==> src/rtl/ir_evt_pkg.sv <==
// Shared event-type codes and FSM state encoding for the IR command event block.
package ir_evt_pkg;
   localparam int unsigned EVT_W = 2;

   typedef logic [EVT_W-1:0] evt_t;

   localparam evt_t EVT_NONE    = 2'b00;
   localparam evt_t EVT_NEW     = 2'b01;
   localparam evt_t EVT_REPEAT  = 2'b10;
   localparam evt_t EVT_RELEASE = 2'b11;

   typedef enum logic [0:0] {
      StIdle = 1'b0,
      StHeld = 1'b1
   } state_t;
endpackage

==> src/rtl/ir_evt_fifo.sv <==
// Event FIFO: power-of-two depth, drops writes when full unless a pop frees a slot on the same edge.
module ir_evt_fifo #(
   parameter int unsigned WIDTH = 22,
   parameter int unsigned DEPTH = 4
) (
   input  logic             clk,
   input  logic             rst,
   input  logic             wr,
   input  logic [WIDTH-1:0] wr_data,
   output logic             full,
   input  logic             rd,
   output logic [WIDTH-1:0] rd_data,
   output logic             empty,
   output logic             ovf
);
   localparam int unsigned AW = $clog2(DEPTH);

   logic [WIDTH-1:0] mem [DEPTH];
   logic [AW-1:0]    wr_ptr_q, rd_ptr_q;
   logic [AW:0]      count_q;
   logic             ovf_q;
   logic             do_wr, do_rd;

   assign empty   = (count_q == '0);
   assign full    = (count_q == (AW+1)'(DEPTH));
   assign do_rd   = rd && !empty;
   assign do_wr   = wr && (!full || do_rd);
   assign rd_data = mem[rd_ptr_q];
   assign ovf     = ovf_q;

   always_ff @(posedge clk) begin
      if (rst) begin
         wr_ptr_q <= '0;
         rd_ptr_q <= '0;
         count_q  <= '0;
         ovf_q    <= 1'b0;
      end else begin
         if (do_wr) wr_ptr_q <= wr_ptr_q + 1'b1;
         if (do_rd) rd_ptr_q <= rd_ptr_q + 1'b1;
         count_q <= count_q + (AW+1)'(do_wr) - (AW+1)'(do_rd);
         ovf_q   <= wr && !do_wr;
      end
   end

   // Storage needs no reset; occupancy alone defines validity.
   always_ff @(posedge clk) begin
      if (do_wr) mem[wr_ptr_q] <= wr_data;
   end
endmodule

==> src/rtl/ir_cmd_event.sv <==
// Turns decoded IR frames and repeat strobes into NEW/REPEAT/RELEASE events queued in a FIFO.
// Optional macro IR_EVT_RELEASE_EN enables RELEASE events on hold timeout.
module ir_cmd_event
   import ir_evt_pkg::*;
#(
   parameter int unsigned DATA_W     = 20,
   parameter int unsigned DEPTH      = 4,
   parameter int unsigned REPEAT_DIV = 1,
   parameter int unsigned HOLD_TMO   = 12000000
) (
   input  logic              clk,
   input  logic              rst,
   input  logic              in_valid,
   input  logic [DATA_W-1:0] in_data,
   input  logic              in_repeat,
   output logic              evt_valid,
   input  logic              evt_ready,
   output logic [EVT_W-1:0]  evt_type,
   output logic [DATA_W-1:0] evt_data,
   output logic              held,
   output logic              ovf
);
   localparam int unsigned TW = $clog2(HOLD_TMO + 1);

   state_t            state_q, state_d;
   logic [DATA_W-1:0] last_q, last_d;
   logic [7:0]        rpt_q, rpt_d;
   logic [TW-1:0]     tmr_q, tmr_d;
   logic              pend_q, pend_d;
   evt_t              pend_type_q, pend_type_d;
   logic [DATA_W-1:0] pend_data_q, pend_data_d;

   logic                    fifo_empty, fifo_full;
   logic [EVT_W+DATA_W-1:0] fifo_head;

   always_comb begin
      state_d     = state_q;
      last_d      = last_q;
      rpt_d       = rpt_q;
      tmr_d       = tmr_q;
      pend_d      = 1'b0;
      pend_type_d = EVT_NONE;
      pend_data_d = '0;
      unique case (state_q)
         StIdle: begin
            if (in_valid) begin
               pend_d      = 1'b1;
               pend_type_d = EVT_NEW;
               pend_data_d = in_data;
               last_d      = in_data;
               state_d     = StHeld;
               tmr_d       = '0;
               rpt_d       = '0;
            end
         end
         StHeld: begin
            if (in_valid && (in_data != last_q)) begin
               pend_d      = 1'b1;
               pend_type_d = EVT_NEW;
               pend_data_d = in_data;
               last_d      = in_data;
               tmr_d       = '0;
               rpt_d       = '0;
            end else if (in_valid || in_repeat) begin
               // A re-sent identical frame counts as a repeat code.
               tmr_d = '0;
               if (rpt_q == 8'(REPEAT_DIV - 1)) begin
                  pend_d      = 1'b1;
                  pend_type_d = EVT_REPEAT;
                  pend_data_d = last_q;
                  rpt_d       = '0;
               end else begin
                  rpt_d = rpt_q + 8'd1;
               end
            end else if (tmr_q == TW'(HOLD_TMO - 1)) begin
               state_d = StIdle;
               rpt_d   = '0;
               tmr_d   = '0;
`ifdef IR_EVT_RELEASE_EN
               pend_d      = 1'b1;
               pend_type_d = EVT_RELEASE;
               pend_data_d = last_q;
`else
               pend_d      = 1'b0;
`endif
            end else begin
               tmr_d = tmr_q + 1'b1;
            end
         end
      endcase
   end

   always_ff @(posedge clk) begin
      if (rst) begin
         state_q     <= StIdle;
         last_q      <= '0;
         rpt_q       <= '0;
         tmr_q       <= '0;
         pend_q      <= 1'b0;
         pend_type_q <= EVT_NONE;
         pend_data_q <= '0;
      end else begin
         state_q     <= state_d;
         last_q      <= last_d;
         rpt_q       <= rpt_d;
         tmr_q       <= tmr_d;
         pend_q      <= pend_d;
         pend_type_q <= pend_type_d;
         pend_data_q <= pend_data_d;
      end
   end

   ir_evt_fifo #(
      .WIDTH (EVT_W + DATA_W),
      .DEPTH (DEPTH)
   ) u_fifo (
      .clk     (clk),
      .rst     (rst),
      .wr      (pend_q),
      .wr_data ({pend_type_q, pend_data_q}),
      .full    (fifo_full),
      .rd      (evt_ready),
      .rd_data (fifo_head),
      .empty   (fifo_empty),
      .ovf     (ovf)
   );

   assign evt_valid = !fifo_empty;
   assign evt_type  = fifo_empty ? EVT_NONE : fifo_head[DATA_W +: EVT_W];
   assign evt_data  = fifo_empty ? '0 : fifo_head[DATA_W-1:0];
   assign held      = (state_q == StHeld);
endmodule

==> config.mk <==
export PLATFORM = sky130hd
export DESIGN_NAME = ir_cmd_event
export DESIGN_NICKNAME = d
export VERILOG_FILES = /design/src/rtl/ir_evt_pkg.sv /design/src/rtl/ir_evt_fifo.sv /design/src/rtl/ir_cmd_event.sv
export SDC_FILE = /design/constraint.sdc
export NUM_CORES = 1
export LEC_CHECK = 0
export CAP_MARGIN = 5
export CORE_ASPECT_RATIO = 1.4
export CORE_MARGIN = 1.5
export CORE_UTILIZATION = 41
export CTS_BUF_LIST = sky130_fd_sc_hd__clkbuf_4
export CTS_CLUSTER_SIZE = 20
export DETAILED_ROUTE_END_ITERATION = 10
export GPL_TIMING_DRIVEN = 1
export PLACE_DENSITY_LB_ADDON = 0.3
export REMOVE_ABC_BUFFERS = 1
export SKIP_CTS_REPAIR_TIMING = 1
export SLEW_MARGIN = 10
export SYNTH_ARGS = -nofsm -noshare
export SYNTH_HDL_FRONTEND = slang
export SYNTH_SLANG_ARGS = --single-unit
export TNS_END_PERCENT = 5
==> constraint.sdc <==
create_clock -name clk -period 3 [get_ports clk]
set_input_delay 0.6 -clock clk [delete_from_list [all_inputs] [get_ports clk]]
set_output_delay 0.6 -clock clk [all_outputs]
set_load 0.05 [all_outputs]
* Yosys cells after proc, flatten, opt, wreduce, memory -nomap -nowiden
Memory sizes are Yosys's and may differ from the RTL's. A register that Yosys moved wholly into a read port is not among the register bits.
Index checks and enable logic that the tools add are counted.
** Cells by class
- Reduce and logical (&&, ||, !) cells :: 13
- Equality and inequality tests :: 6
- Mux-type cells :: 39
- Bitwise logic cells :: 1
- $add $sub $neg :: 6
** Operator list (count)
- $mux W20 :: 7
- $mux W24 :: 4
- $pmux W20 S2 :: 2
- $pmux W24 S2 :: 1
- $mux W8 :: 5
- $add A24 B1 Y24 const B :: 1
- $eq A24 B24 Y1 const B :: 1
- $ne A20 B20 Y1 :: 1
- $pmux W8 S2 :: 1
- $mux W2 :: 6
- $mux W1 :: 10
- $add A8 B1 Y8 const B :: 1
- $logic_not A8 Y1 :: 1
- $add A2 B1 Y2 const B :: 2
- $logic_and A1 B1 Y1 :: 4
- $ne A4 B1 Y1 const B :: 1
- $pmux W1 S2 :: 2
- $pmux W2 S2 :: 1
- $reduce_and A2 Y1 :: 2
- $add A3 B1 Y3 :: 1
- $eq A3 B3 Y1 const B :: 1
- $logic_not A1 Y1 :: 3
- $logic_not A3 Y1 :: 1
- $sub A3 B1 Y3 :: 1
- other kinds (4) :: 5
** Word-level totals
- Logic and storage cells :: 77
- RAM bits :: 88
- Output and inout bits :: 25
- Register bits :: 84
- Memories :: 1
** Memory list
- u_fifo.mem :: depth 4, width 22, read ports 1, clocked after memory_dff 1, wr ports 1, RTL line ir_evt_fifo.sv:18 : logic [WIDTH-1:0] mem [DEPTH];

* Logic depth before layout (Yosys ltp)
Gate-level depths: netlist of run 1.
- Word-level depth :: 7
- Mapped depth :: 10
- Gate-level depth less buffers :: 10

* By module
Synthesis of run 1 repeated with hierarchy kept, for this count alone.
** Unflattened totals
- Cells, all modules :: 527
- Area total of the unflattened synthesis :: 7070.5 um2
** By module, submodules not included
- ir_evt_fifo :: cells an instance 165, instances 1, area an instance 3657.3 um2
- ir_cmd_event :: cells an instance 362, instances 1, area an instance 3413.3 um2

* Worst setup path before layout of run 1
No wires, ideal clock.
- Kind :: reg-to-reg
- From :: register tmr_q[8]
- To :: register rpt_q[6]
- Cell stages (with the launch flop) :: 7
- Data required time :: 2.930 ns
- Arrival time :: 2.598 ns
- Path slack :: 0.332 ns
- Cell sequence :: dfxtp_1 or4b_1 or4_1 o41a_1 or4_1 a211o_1 a21oi_1
** On the way
- Cells in the longest elaborated chain, start to end :: 3
** Ends and longest elaborated chain
- start, declared :: RTL line ir_cmd_event.sv:28 : logic [TW-1:0] tmr_q, tmr_d;
- start signal, assigned :: RTL line ir_cmd_event.sv:106 : tmr_q <= tmr_d;
- $eq A24 B24 Y1 :: RTL line ir_cmd_event.sv:75 : end else if (tmr_q == TW'(HOLD_TMO - 1)) begin
- $ne A4 B1 Y1 (no line)
- $reduce_and A2 Y1 (no line)
- end signal, assigned :: RTL line ir_cmd_event.sv:105 : rpt_q <= rpt_d;
- end, declared :: RTL line ir_cmd_event.sv:27 : logic [7:0] rpt_q, rpt_d;
Every way passes these cells.
A chain may end at the register's enable or synchronous reset.

* Worst setup path after layout of run 1
Ends and elaborated chain as after synthesis.

==> flow_results.org, run 1 <==
** Cells and area
- The top cell types in the final layout, fill and taps aside, are edfxtp_1 (88), dfxtp_1 (86), a22o_1 (40), nor2_1 (38), buf_4 (38).
- The final layout contains 607 nets.
- Area added between synthesis and finish :: 15.2%
- Fraction of layout instances using a drive strength above 1 :: 17.3%
- The finished layout holds 785 standard cells, fillers aside.
- Commonest non-fill, non-tap cell in the layout :: edfxtp_1

** Floorplan
- For this design the top-level I/O count stands at 50.
- The die is 113 um wide.
- Initial standard-cell utilization of the core :: 42.3%
- Standard-cell row count :: 55
- The floorplan step defined a core boundary enclosing 0.0163 sq mm.
- The die covers 0.0176 sq mm.
- The floorplan step set the die height to 157 um.

** Synthesis
- The average instance in the mapped netlist occupies 13.6 sq um.
- The synthesized netlist occupies a cell area of 0.00690 sq mm.
- The synthesized design spends more area on one cell type than any other, namely edfxtp_1.
- Counting distinct cell types in the post-synthesis netlist gives 52.
- Flops & latches, synth :: 174
- Yosys printed 0 warnings.
- Proportion of synthesized chip area in sequential cells :: 63.2%
- The cell count after synthesis came out at 507.
- Share of the synthesized area in the top cell type :: 38.3%
- Sorting the synthesized cells by area gives the leading types as edfxtp_1 (38%), dfxtp_1 (25%), mux4_2 (7.2%), a22o_1 (5.1%), xor2_1 (3.9%).

** STA
- Measured against its own limit, the worst slew margin works out to 62.3%.
- Setup violations remaining at the end of the flow were counted as 0.
- After routing, the total negative slack on setup checks comes to 0 ns.
- Fin Clk Skew :: 0.0192 ns
- The worst path uses 94.7% of the clock period.
- For the pin with the worst max-slew slack, the measured transition is 0.564 ns.
- Setup repair after global routing missed its margin :: false
- Count of final max-slew check failures :: 0
- Time the worst path needs with I/O delays and setup :: 2.84 ns
- Max Clk Rate :: 352 MHz
- Fin. Hold Viols :: 0

** Clock network
- Cell at the root of the clock tree :: clkbuf_4
- For this design, the sink count on the clock tree is 174.
- Clock-pin slew was measured on the worst setup and hold paths at 0.15 ns.
- Clock latency on the worst-skew pair :: 0.56 ns
- Number of levels in the clock H-tree :: 4
- Maximum clock path buffer count :: 2
- Clock buffer count from CTS :: 17
- TritonCTS built the clock tree.

** Global route
- Aggregate global-route resource usage :: 15.6%
- Entering global routing, the biggest net connects 25 pins.
- The first global-routing pass estimated 21.2 mm of wire.
- The initial antenna violation count was 1.
- Summed over all layers, the global routing overflow is 0.
- Number of global-route vias before repair :: 4,239

** Power
- Pwr Total :: 5.70 mW
- Power spread over the standard cell area amounts to 717 mW/mm^2.
- In this run the static leakage power is 2.80 nW.
- IR analysis of the VDD net gives a maximum drop of 0.264 mV.

** Critical path
- Crit path kind :: reg -> reg
- Sort of element at the start of the critical path :: flip-flop
- Data arrives at the worst endpoint at 3.33 ns.
- For the worst setup path, the data required time is 3.49 ns.
- For this run, the slowest stage of the critical path takes 0.52 ns.
- The slowest stage of the critical path is the or4b_1 cell.
- Most repeated library cell on the critical path :: or4_1
- The worst setup path is captured at a flip-flop.
- The critical path goes through or4b_1 -> or4_1 -> o41a_1 -> or4_1 -> a211o_1 -> a21oi_1.
- Along the worst path, the maximum fanout reaches 6.

** Drt
- DRC violation count after routing :: 0
- Starting DRT DRC Count :: 141
- First drt pass iteration count :: 4
- Across all layers, the routed design uses 4,169 vias.
- Summed over all layers, the routed wires come to 12.9 mm.
- WL/cell :: 16.4 um
- Antenna violation net count after detailed routing :: 0
- Routed via count divided by cell count :: 5.31

** Hold path
- The path class of the tightest hold or removal check is reg -> reg.

** Run status
- Result of the run :: finished, final reports clean

** Placed design
- Final RePlAce weighted congestion :: 0.788
- Counting tap cells, the placed design contains a total of 752 instances.
- Port buffering added 49 buffers.
- HPWL after detailed placement :: 8.96 mm

** Job
- Across the run, the number of max-cap violations was 0.
[through the flow]
step	cell area, sq um	utilization [%]	hold WS, ns	setup WS (ns)
CTS	7950	48.7	0.487	0.0470
detailed placement	7660	47.0	0.460	0.101
finish	7950	48.8	0.488	0.159
global route	7950	48.8	0.497	0.0163
global placement	7660	47.0	0.453	0.127
floorplan	6800	-	0.434	-0.189
[sequential cells by signal, indices dropped and copies added, names as in the netlist, 3 cells and up, named ones only]
| register | flops |
|---|---|
| last_q | 20 |
| pend_data_q | 20 |
| rpt_q | 8 |
| tmr_q | 24 |
| u_fifo.count_q | 3 |
| u_fifo.mem | 88 |
[power breakdown]
part / total, mW / internal (mW) / leakage [nW] / switching (mW)
clock network: 1.29 / 0.442 / 0.150 / 0.848
registers: 2.72 / 2.65 / 1.52 / 0.0741
logic: 1.69 / 0.651 / 1.13 / 1.04
[worst paths after layout]
kind | to | depth (start not counted) | start | slack (ns)
setup reg to reg | rpt_q[6]$_SDFFE_PP0P_ | 6 | tmr_q[8]$_SDFFE_PP0P_ | 0.16
hold reg to reg | u_fifo.mem[2][13]$_DFFE_PP_ | 0 | pend_data_q[13]$_SDFF_PP0_ | 0.49
setup / recovery | rpt_q[6]$_SDFFE_PP0P_ | 6 | tmr_q[8]$_SDFFE_PP0P_ | 0.16
hold / removal | u_fifo.mem[2][13]$_DFFE_PP_ | 0 | pend_data_q[13]$_SDFF_PP0_ | 0.49
[final cells by class]
class	instances	area [sq um]
clock inverter	15	154
fill	1426	8360
timing repair buffer	68	607
sequential	174	4360
tap	199	249
inverter	15	56.3
multi-input combinational	296	2390
clock buffer	17	128
antenna	1	2.50
[layer usage]
layer,routed length [um],vias up,global-route usage (%)
met5,0,-,0
met4,217,0,6.27
met3,477,15,4.30
met2,6850,63,28.1
met1,5350,2071,17.5
li1,-,2020,-
[cells by family after synthesis]
kind of cell,Yosys count,synth area share (%)
buf+inv,37,2.23
fa+ha+maj,10,1.92
xor+xnor,44,5.58
compound gates,75,8.63
simple gates,143,10.9
mux,24,7.47
flops,174,63.2
[cell usage after synthesis (all sizes together)]
cell / instances
xnor2: 13
o2bb2ai: 1
o211ai: 1
nand4: 5
or3: 2
nor2: 39
a22oi: 1
nor3: 5
mux4: 22
nor2b: 2
nand4b: 1
a211oi: 1
nor3b: 2
fa: 1
nand3: 13
or4: 3
a211o: 1
o21a: 3
ha: 9
mux2i: 2
o22ai: 3
or4b: 2
clkbuf: 17
a311oi: 4
nor4b: 1
buf: 5
or2: 3
dfxtp: 86
o21bai: 1
a22o: 40
o21ai: 4
nand2: 17
o311ai: 2
o41a: 1
edfxtp: 88
a41oi: 1
o31ai: 2
xor2: 31
inv: 15
and3: 9
a32oi: 1
a21oi: 8
nand2b: 4
and2: 26
nor4: 9
[worst max-delay path, delay by kind of cell, from the launching register on]
kind	cells	cell delay, ns
and+or+nand+nor	3	1.50
DFF	1	0.41
AOI/OAI and AO/OA	3	0.87
Power figures use the tool's default switching activity.
==> run 2: changes to the inputs <==
--- a/config.mk
+++ b/config.mk
@@ -12,9 +12,11 @@
 export CTS_BUF_LIST = sky130_fd_sc_hd__clkbuf_4
 export CTS_CLUSTER_SIZE = 20
 export DETAILED_ROUTE_END_ITERATION = 10
+export DONT_BUFFER_PORTS = 1
 export GPL_TIMING_DRIVEN = 1
 export PLACE_DENSITY_LB_ADDON = 0.3
 export REMOVE_ABC_BUFFERS = 1
+export SETUP_SLACK_MARGIN = 0.4
 export SKIP_CTS_REPAIR_TIMING = 1
 export SLEW_MARGIN = 10
 export SYNTH_ARGS = -nofsm -noshare
==> run 2 against run 1 <==
Net effect: sequential power is essentially flat; routed wire length grew 0.69%; flip-flop and latch count is the same; critical path depth is the same; worst setup slack gained 0.14 ns; global-route usage shrank 0.50 points; register-to-register slack gained 0.14 ns; clock-buffer cell count grew 1; critical path type unchanged; largest power group unchanged; hold slack lost 0.40 ns; fmax grew 5.3%.
==> flow_results.org, run 2 (synthesis gave the netlist of run 1 again) <==
** Run status
- The flow ran to the end, and the final reports show no timing, DRC or antenna violations.

** Placed design
- The worst setup slack before clock tree synthesis is 0.242 ns (+0.141 ns).
- The detailed placer's ending HPWL came to 8.53 mm (-4.8%).
- The placer's final routability congestion estimate came to 0.837 (+6.2%).
- Number of port buffers :: 0 (-100%)

** Drt
- The total wire length after detailed routing came to 13.0 mm (+0.69%).
- Starting DRT DRC Count :: 177 (+26%)
- The vias after detailed routing came to 4,015 (-3.7%).
- Routed via count divided by cell count :: 5.48 (+3.1%)
- The count of unresolved DRC violations after routing came to 0 (unchanged).
- First drt pass iteration count :: 5 (+1)
- The final routed wire length divided by cell count was 17.7 um (+7.8%).
- The residual antenna-violating net count after detailed routing is 0 (unchanged).

** Cells and area
- Registers with the highest flip-flop counts :: u_fifo.mem x88, tmr_q x24
- The register with the most flip-flops in the final layout is u_fifo.mem.
- From synthesis to final layout, the design area changed by 9.30%.
- The post-layout utilization of the core was 46.3% (-2.5 points).
- Leaving out fill and tap cells, the most frequent cell in the layout is edfxtp_1.
- The number of nets in the finished design is 555 (-8.6%).
- The proportion of layout cells with a drive suffix above 1 is 17.8% (+0.56 points).
- The number of fill cells in the layout was 1,444 (+1.3%).
- Footprint of the flip-flops and latches :: 0.00437 sq mm (+0.23%)
- Combined area of the multi-input logic cells :: 0.00241 sq mm (+0.94%)
- Number of flip-flops in the largest register :: 88 (unchanged)
- The top cell types in the final layout, fill and taps aside, are edfxtp_1 (88), dfxtp_1 (82), a22o_1 (40), nor2_1 (38), xor2_1 (31).

** STA
- The fraction of the cycle the final worst path needs was 89.9% (-4.8 points).
- The minimum clock period after layout came to 2.70 ns (-0.143 ns).
- The setup clock skew after layout is 0.0238 ns (+0.00454 ns).
- The count of final hold-check violations was 0 (unchanged).
- The worst relative slew slack came to 66.4% (+4.1 points).
- Setup repair after global routing missed its margin :: true
- The count of pins over their slew limit is 0 (unchanged).
- The worst-margin pin slew is 0.508 ns (-0.0560 ns).
- The post-route worst setup slack was 0.302 ns (+0.143 ns).
- # setup viols final :: 0 (unchanged)
- Max Clk Rate :: 371 MHz (+5.3%)

** Hold path
- In this run the worst hold path is classified as in -> reg.

** Clock network
- Clock transition at the register clock pins on the worst setup and hold paths after CTS :: 0.16 ns (about the same)
- Number of levels in the clock H-tree :: 4 (unchanged)
- TritonCTS built the clock tree.
- The maximum buffer depth of the clock tree came to 2 (unchanged).
- CTS placed an instance of clkbuf_4 at the clock tree root.
- The number of sinks on the clock net is 174 (unchanged).
- The number of buffers inserted during clock tree synthesis came to 17 (unchanged).
- The insertion delay to the later sink of the worst-skew pair came to 0.55 ns (about the same).

** Global route
- Number of global-route vias before repair :: 4,086 (-3.6%)
- Pin count of the biggest net entering global routing :: 42 (+68%)
- The overall global routing resource usage came to 15.1% (-0.50 points).
- The wire length of the first global-routing pass is 20.4 mm (-3.5%).
- The total grt overflow was 0 (unchanged).
- Initial antenna violation count :: 1 (unchanged)

** Floorplan
- Standard-cell row count :: 55 (unchanged)
- The area inside the core boundary was 0.0163 sq mm (unchanged).
- Number of primary I/O pins :: 50 (unchanged)
- Total Die Area :: 0.0176 sq mm (unchanged)
- Die width :: 113 um (unchanged)
- The height of the die came to 157 um (unchanged).
- The initial cell density of the core came to 42.3% (unchanged).

** Critical path
- Largest stage delay, worst path :: 0.51 ns (about the same)
- Worst-path fanout max :: 6 (unchanged)
- Number of buffer and inverter stages on the critical path :: 0 (unchanged)
- Element type at the critical path end :: flip-flop
- The worst setup path is of the reg -> reg kind.
- The critical path goes through or4b_1 -> or4_4 -> o41a_1 -> or4_1 -> a211o_1 -> a21oi_2.
- Required time reported for the critical path endpoint :: 3.48 ns (about the same)
- Dominant delay contributor by cell family on the critical path :: simple AND/OR/NAND/NOR gates
- Arrival time reported for the critical path endpoint :: 3.18 ns (-0.15 ns)
- Sort of element at the start of the critical path :: flip-flop
- Cell with the largest stage delay on the worst path :: or4b_1

** Power
- Peak supply drop :: 0.241 mV (-8.8%)
- The static leakage was 2.59 nW (-7.8%).
- The power per unit of standard cell area came to 730 mW/mm^2 (+1.8%).
- Pwr Total :: 5.51 mW (-3.4%)

** Job
- The number of maximum-capacitance violations came to 0 (unchanged).
-- run 2: cell types whose count changed in the layout (fill, tap and decap cells not counted), sizes merged --
cell	change
clkinv	-3
bufinv	-1
clkinvlp	+2
clkbuf	+3
inv	+1
buf	-27
clkdlybuf4s50	-27
-- run 2: path summary, 6_finish.rpt --
kind,start,endpoint,slack (ns),depth (start not counted)
worst max register to register,tmr_q[8]$_SDFFE_PP0P_,rpt_q[6]$_SDFFE_PP0P_,0.30,6
worst min register to register,pend_type_q[1]$_SDFF_PP0_,u_fifo.mem[3][21]$_DFFE_PP_,0.50,0
worst min-delay path,rst,flip-flop,0.09,1
worst max-delay path,tmr_q[8]$_SDFFE_PP0P_,rpt_q[6]$_SDFFE_PP0P_,0.30,6
-- run 2: cell type report --
cell class | instances | share of cell area (%)
inverter | 15 | 0.746
tap | 199 | 3.30
clock inverter | 14 | 1.91
sequential | 174 | 58.0
clock buffer | 18 | 1.79
multi-input combinational | 296 | 32.0
timing repair buffer | 16 | 2.22
antenna | 1 | 0.0332
-- run 2: stage by stage --
step	TNS (ns)	area [sq um]	hold WS [ns]	std cells
after floorplan	-4.37	6800	0.434	485
after global placement	0	7170	0.447	698
after detailed placement	0	7170	0.464	698
after CTS	0	7450	0.0508	730
after global routing	0	7540	0.0278	733
final	0	7540	0.0906	733
-- run 2: power by group --
group,internal [mW],total [mW],switching (mW)
registers,2.65,2.74,0.0883
clock network,0.389,1.28,0.888
logic,0.506,1.49,0.985
total,3.55,5.51,1.96
-- run 2: per-layer routing --
metal | GRT usage, % | vias to the layer above | wire length, um
met5 | 0 | - | 0
met2 | 28.7 | 67 | 7240
met4 | 5.97 | 0 | 226
met3 | 3.80 | 20 | 575
met1 | 15.8 | 2007 | 4940
li1 | - | 1921 | -
